--- config.mk ---
export PLATFORM = sky130hd
export DESIGN_NAME = result_writeback
export DESIGN_NICKNAME = d
export VERILOG_FILES = /design/src/rtl/mm_pkg.sv /design/src/rtl/result_fifo.sv /design/src/rtl/result_writeback.sv
export SDC_FILE = /design/constraint.sdc
export NUM_CORES = 2
export LEC_CHECK = 0
export CAP_MARGIN = 25
export CORE_UTILIZATION = 35
export CTS_BUF_LIST = sky130_fd_sc_hd__clkbuf_8
export DETAILED_ROUTE_END_ITERATION = 10
export GPL_ROUTABILITY_DRIVEN = 0
export HOLD_SLACK_MARGIN = 0.15
export MAX_ROUTING_LAYER = met4
export PLACE_DENSITY = 0.58
export SLEW_MARGIN = 20
export SYNTH_ARGS = -nofsm -noshare
export SYNTH_HDL_FRONTEND = slang
export SYNTH_HIERARCHICAL = 1
export SYNTH_SLANG_ARGS = --single-unit
--- constraint.sdc ---
create_clock -name clk -period 32.4 [get_ports clk]
set_clock_uncertainty 0.05 [all_clocks]
set_input_delay 8.1 -clock clk [delete_from_list [all_inputs] [get_ports clk]]
set_output_delay 8.1 -clock clk [all_outputs]
set_load 0.02 [all_outputs]
--- src/rtl/mm_pkg.sv ---
`default_nettype none
// ============================================================================
// Module   : mm_pkg
// Purpose  : Shared definitions for the matrix-multiply result path:
//            write-back FSM state type and beat geometry helpers.
// Contents : wb_state_t      - write-back FSM states
//            elems_per_beat  - result elements carried by one bus beat
//            beats_per_tile  - beats needed to move one H x W result tile
// Revision : 1.0 - initial release
// ============================================================================
package mm_pkg;

  typedef enum logic [1:0] {
    WB_IDLE  = 2'd0,
    WB_RUN   = 2'd1,
    WB_DRAIN = 2'd2,
    WB_DONE  = 2'd3
  } wb_state_t;

  function automatic int elems_per_beat(input int bus_width, input int data_width);
    return bus_width / data_width;
  endfunction

  // A tile row of W elements is split into W/ELEMS chunks; H rows per tile.
  function automatic int beats_per_tile(input int array_height, input int array_width,
                                        input int bus_width, input int data_width);
    return array_height * (array_width / elems_per_beat(bus_width, data_width));
  endfunction

endpackage
`default_nettype wire

--- src/rtl/result_fifo.sv ---
`default_nettype none
// ============================================================================
// Module   : result_fifo
// Purpose  : Synchronous FIFO buffering result beats. Head data is presented
//            combinationally. Push while full is accepted only when a pop
//            happens in the same cycle; pop while empty is ignored.
// Ports    : clk, reset_n     - clock, async active-low reset
//            push, wdata      - write strobe and data
//            pop              - remove head entry
//            head             - data at the FIFO head
//            full, empty      - occupancy flags
// Revision : 1.0 - initial release
// ============================================================================
module result_fifo #(
  parameter int WIDTH = 256,
  parameter int DEPTH = 8
) (
  input  logic             clk,
  input  logic             reset_n,
  input  logic             push,
  input  logic [WIDTH-1:0] wdata,
  input  logic             pop,
  output logic [WIDTH-1:0] head,
  output logic             full,
  output logic             empty
);

  localparam int c_ptr_w = $clog2(DEPTH);
  localparam logic [c_ptr_w:0] c_full_count = DEPTH[c_ptr_w:0];

  logic [WIDTH-1:0]   r_mem [DEPTH];
  logic [c_ptr_w-1:0] r_wr_ptr;
  logic [c_ptr_w-1:0] r_rd_ptr;
  logic [c_ptr_w:0]   r_count;
  logic               w_do_pop;
  logic               w_do_push;

  assign empty     = (r_count == '0);
  assign full      = (r_count == c_full_count);
  assign w_do_pop  = pop && !empty;
  // When full, the slot being written is the one freed by the same-cycle pop.
  assign w_do_push = push && (!full || w_do_pop);
  assign head      = r_mem[r_rd_ptr];

  always_ff @(posedge clk) begin
    if (w_do_push) begin
      r_mem[r_wr_ptr] <= wdata;
    end
  end

  // DEPTH is a power of two, so the pointers wrap naturally.
  always_ff @(posedge clk or negedge reset_n) begin
    if (!reset_n) begin
      r_wr_ptr <= '0;
      r_rd_ptr <= '0;
      r_count  <= '0;
    end else begin
      if (w_do_push) r_wr_ptr <= r_wr_ptr + 1'b1;
      if (w_do_pop)  r_rd_ptr <= r_rd_ptr + 1'b1;
      case ({w_do_push, w_do_pop})
        2'b10:   r_count <= r_count + 1'b1;
        2'b01:   r_count <= r_count - 1'b1;
        default: r_count <= r_count;
      endcase
    end
  end

endmodule
`default_nettype wire

--- src/rtl/result_writeback.sv ---
`default_nettype none
// ============================================================================
// Module   : result_writeback
// Purpose  : Receives non-back-pressurable result beats, buffers them, and
//            writes each to its row-major location in matrix C over a
//            valid/ready write port. Pulses done after the final write.
// Ports    : clk, reset_n           - clock, async active-low reset
//            start, m, p, base_addr - job launch and geometry
//            data_i, valid_i        - incoming result beats
//            mem_addr, mem_wdata,
//            mem_wvalid, mem_wready - memory write port
//            busy, done, overflow   - job status
// Revision : 1.0 - initial release
// ============================================================================
module result_writeback
  import mm_pkg::*;
#(
  parameter int ARRAY_HEIGHT = 4,
  parameter int ARRAY_WIDTH  = 32,
  parameter int DATA_WIDTH   = 16,
  parameter int BUS_WIDTH    = 256,
  parameter int FIFO_DEPTH   = 8
) (
  input  logic                 clk,
  input  logic                 reset_n,
  input  logic                 start,
  input  logic [15:0]          m,
  input  logic [15:0]          p,
  input  logic [31:0]          base_addr,
  input  logic [BUS_WIDTH-1:0] data_i,
  input  logic                 valid_i,
  output logic [31:0]          mem_addr,
  output logic [BUS_WIDTH-1:0] mem_wdata,
  output logic                 mem_wvalid,
  input  logic                 mem_wready,
  output logic                 busy,
  output logic                 done,
  output logic                 overflow
);

  localparam int c_elems  = elems_per_beat(BUS_WIDTH, DATA_WIDTH);
  localparam int c_chunks = ARRAY_WIDTH / c_elems;
  localparam int c_bpt    = beats_per_tile(ARRAY_HEIGHT, ARRAY_WIDTH, BUS_WIDTH, DATA_WIDTH);
  localparam int c_bytes  = DATA_WIDTH / 8;

  wb_state_t r_state, w_next_state;

  logic [15:0] r_p;
  logic [15:0] r_ntc;        // column tiles per tile row
  logic [31:0] r_base;
  logic [31:0] r_total;
  logic [31:0] r_push_cnt;
  logic [31:0] r_hs_cnt;
  logic [15:0] r_r, r_c, r_tc, r_tr;
  logic        r_overflow;

  logic                 w_start_ok;
  logic                 w_push, w_pop, w_drop;
  logic                 w_full, w_empty;
  logic [BUS_WIDTH-1:0] w_head;
  logic [31:0]          w_total;
  logic [31:0]          w_row, w_col;

  assign w_start_ok = (r_state == WB_IDLE) && start;
  assign w_pop      = mem_wvalid && mem_wready;
  assign w_push     = valid_i && (r_state == WB_RUN) && (!w_full || w_pop);
  assign w_drop     = valid_i && !w_push;
  assign w_total    = (32'(m) / 32'(ARRAY_HEIGHT)) * (32'(p) / 32'(ARRAY_WIDTH)) * 32'(c_bpt);

  result_fifo #(
    .WIDTH (BUS_WIDTH),
    .DEPTH (FIFO_DEPTH)
  ) u_fifo (
    .clk     (clk),
    .reset_n (reset_n),
    .push    (w_push),
    .wdata   (data_i),
    .pop     (w_pop),
    .head    (w_head),
    .full    (w_full),
    .empty   (w_empty)
  );

  // Address is derived from the handshake-side counters, so it always
  // describes the beat currently at the FIFO head.
  assign w_row      = 32'(r_tr) * 32'(ARRAY_HEIGHT) + 32'(r_r);
  assign w_col      = 32'(r_tc) * 32'(ARRAY_WIDTH) + 32'(r_c) * 32'(c_elems);
  assign mem_addr   = r_base + (w_row * 32'(r_p) + w_col) * 32'(c_bytes);
  assign mem_wvalid = !w_empty;
  assign mem_wdata  = w_empty ? '0 : w_head;
  assign busy       = (r_state != WB_IDLE);
  assign done       = (r_state == WB_DONE);
  assign overflow   = r_overflow;

  always_ff @(posedge clk or negedge reset_n) begin
    if (!reset_n) r_state <= WB_IDLE;
    else          r_state <= w_next_state;
  end

  always_comb begin
    w_next_state = r_state;
    case (r_state)
      WB_IDLE:  if (start) w_next_state = WB_RUN;
      WB_RUN:   if (w_push && (r_push_cnt == r_total - 32'd1)) w_next_state = WB_DRAIN;
      WB_DRAIN: if (w_pop && (r_hs_cnt == r_total - 32'd1)) w_next_state = WB_DONE;
      WB_DONE:  w_next_state = WB_IDLE;
      default:  w_next_state = WB_IDLE;
    endcase
  end

  always_ff @(posedge clk or negedge reset_n) begin
    if (!reset_n) begin
      r_p        <= '0;
      r_ntc      <= '0;
      r_base     <= '0;
      r_total    <= '0;
      r_push_cnt <= '0;
      r_hs_cnt   <= '0;
      r_r        <= '0;
      r_c        <= '0;
      r_tc       <= '0;
      r_tr       <= '0;
      r_overflow <= 1'b0;
    end else begin
      if (w_start_ok) begin
        r_p        <= p;
        r_ntc      <= 16'(32'(p) / 32'(ARRAY_WIDTH));
        r_base     <= base_addr;
        r_total    <= w_total;
        r_push_cnt <= '0;
        r_hs_cnt   <= '0;
        r_r        <= '0;
        r_c        <= '0;
        r_tc       <= '0;
        r_tr       <= '0;
        r_overflow <= 1'b0;
      end else begin
        if (w_push) r_push_cnt <= r_push_cnt + 32'd1;
        if (w_pop) begin
          r_hs_cnt <= r_hs_cnt + 32'd1;
          // Row-round-robin inside a tile, then chunk, then column tile, then row tile.
          if (r_r == 16'(ARRAY_HEIGHT - 1)) begin
            r_r <= '0;
            if (r_c == 16'(c_chunks - 1)) begin
              r_c <= '0;
              if (r_tc == r_ntc - 16'd1) begin
                r_tc <= '0;
                r_tr <= r_tr + 16'd1;
              end else begin
                r_tc <= r_tc + 16'd1;
              end
            end else begin
              r_c <= r_c + 16'd1;
            end
          end else begin
            r_r <= r_r + 16'd1;
          end
        end
      end
      // A lost beat in the launch cycle still counts against the new job.
      if (w_drop) r_overflow <= 1'b1;
    end
  end

endmodule
`default_nettype wire

==> flow_summary.yaml <==
run_status:
  run_status: "complete, no violations"
critical_path:
  crit_required_ns: 24.25
  setup.worst_path.class: "reg -> out"
  cp_num_buf_inv: 6
  crit_path_start_kind: "flip-flop"
  end_kind: "primary output"
  critPathMaxStageDelay_ns: 0.60
  cpMostUsedCell: "fa_1"
  crit_family: "compound AO/OA/AOI/OAI gates"
  cp_data_arrival_time_ns: 11.97
  cp_max_fo: 16
  r2r_slack_ns: 25.47
  crit_slowest_cell: "clkdlybuf4s50_1"
synth:
  ys_seq_area_share_pct: 62.2
  synth_top_area_cell: "edfxtp_1"
  ys_top_cells_by_area: "edfxtp_1 57%, mux4_2 11%, fa_1 6.9%"
  synth_top_cell_area_share_pct: 57.2
  yosysUniqueCellTypes: 93
  yosysMostFrequentCell: "edfxtp_1"
  ys_top_cells_by_count: "2048 x edfxtp_1, 527 x nand2_1, 514 x inv_1"
  syn_nets: 7508
  ys_ff_latch: 2262
  yosysWarnings: 6
  synth_edf_count: 2048
  async_flop_share_pct: 9.46
  syn_avg_cell_area_um2: 16.3
  synth_area_um2: 107000
  synth-main-ff-cell: "edfxtp_1"
  syn_inst: 6596
routing:
  wire_per_inst_um: 22.3
  drc: 0
  dr.pass1.iters: 6
  antenna_left: 0
  vias: 58499
  detail_route.vias_per_cell: 4.93
  totalWireLength_um: 264000
  drt_first_iter_violations: 4053
finish:
  layout.nets: 8296
  multi_input_area_um2: 37200
  drive_above_1_share_pct: 18.1
  instances_no_fill: 11855
  n_fill_cell: 27749
  area_growth_syn_to_layout_pct: 16.7
  seqCellArea_um2: 66900
placed_design:
  dp.cells: 11097
  dp_hpwl_um: 159000
  numPortBuffers: 614
timing:
  rsz0062_at_grt: "no"
  finalSetupTns_ns: 0
  hold_ws_ns: 0.418
  maxSlewHeadroom_pct: 26.9
  slew_violations: 0
  finalCritPeriodShare_pct: 62.1
  worst_pin_slew_ns: 1.10
  fin_crit_ns: 20.12
  clock.fmax_mhz: 49.7
  finalHoldViolCount: 0
  setup_viol: 0
cts:
  root_buffer: "clkbuf_8"
  path_clk_slew_ns: 0.06
  numClockSinks: 2262
  post_cts_resized: 0
  cts.path.max_buffers: 4
  hold_buffers: 0
  clock_latency_ns: 0.96
  cts_tree: "yes"
  numCtsBuffers: 382
  postCtsSetupRepairBufs: 0
  htreeDepth: 5
power_and_ir_drop:
  powerDensity_nw_per_um2: 83.4
  irDropWorstVdd_mv: 0.0896
  leakage_nw: 45.0
  power_w: 0.0105
die:
  die-area_um2: 309000
  dieHeight_um: 556
  start_util_pct: 35.2
  ios: 617
  fp-row-count: 203
  core_um2: 306000
  dieWidth_um: 556
grt:
  antenna_found_initial: 76
  grt_usage_pct: 17.5
  grt_pass1_wl_um: 398000
  grt_overflow_total: 0
  grt_max_degree: 149
  grt_pass1_vias: 63127
min_path:
  hold_class: "reg -> reg"
job:
  maxCapViolations: 0
==> state kept, by name (all words and copies together) (netlist names) <==
register and cells:
overflow 1, r_base 32, r_c 16, r_hs_cnt 32, r_p 16, r_push_cnt 32
r_r 16, r_state 2, r_tc 16, r_total 25, r_tr 16, u_fifo/r_count 4
u_fifo/r_mem 2048, u_fifo/r_rd_ptr 3, u_fifo/r_wr_ptr 3
==> final timing paths <==
path                                        start                   to  cells after the start
worst min register to register          r_base[0]            r_base[0]                      2
max in group asynchronous                 reset_n   u_fifo/r_rd_ptr[1]                      2
worst max-delay path                       r_r[3]         mem_addr[31]                     39
worst min-delay path                    r_base[0]            r_base[0]                      2
min in group asynchronous                 reset_n               r_p[4]                      1
worst max register to register  u_fifo/r_count[1]  u_fifo/r_mem[4][58]                     15
==> tightest hold or removal path, delay by kind of cell, from the launching register on <==
family        cells  cell delay, ns
simple gates      2            0.10
flops             1            0.33
==> routing by layer <==
layer  up-vias  global-route usage, %  routed length, µm
met1     30545                   21.4             110000
met3       380                   5.04              20500
met4         0                   4.15               5270
li1      26060                      -                  -
met5         -                      -                  0
met2      1514                   28.6             129000
==> power breakdown <==
| part | internal [W] | switching [W] | leakage (nW) |
|---|---|---|---|
| clock | 0.00120 | 0.00116 | 4.09 |
| sequential | 0.00360 | 0.000126 | 21.4 |
| combinational | 0.00199 | 0.00237 | 19.5 |
==> cells in the final DEF (no fill, tap or decap), drive strengths merged, types with 153 or more instances in the layout <==
cell type	n
and2	209
clkbuf	391
clkdlybuf4s50	613
dfrtp	214
edfxtp	2048
fa	373
ha	214
inv	673
mux2	264
mux4	512
nand2	528
nor2	186
nor2b	266
xnor2	153
==> cell type report <==
| type | instances | area share, % |
|---|---|---|
| antenna | 63 | 0.126 |
| inverter | 516 | 1.54 |
| tap | 4100 | 4.09 |
| multi-input combinational | 3510 | 29.6 |
| timing repair buffer | 712 | 5.69 |
| clock inverter | 301 | 1.29 |
| clock buffer | 391 | 4.29 |
| sequential | 2262 | 53.3 |
==> through the flow <==
stage / util, % / setup WS (ns) / area [µm²]
2_1_floorplan: - / 4.60 / 107000
3_3_place_gp: 38.7 / 13.39 / 118000
3_5_place_dp: 38.7 / 13.27 / 118000
4_1_cts: 41.0 / 12.08 / 125000
5_1_grt: 41.0 / 11.61 / 125000
6_report: 41.0 / 12.28 / 125000
==> logic make-up after synthesis <==
family	after synthesis	synth area share (%)
AOI/OAI and AO/OA	380	2.25
buffers and inverters	824	3.29
muxes	784	13.6
xor gates and xnor gates	252	2.11
adders and majority gates	587	9.44
and+or+nand+nor	1507	7.11
DFF	2262	62.2
(Power assumes the default switching activity.)
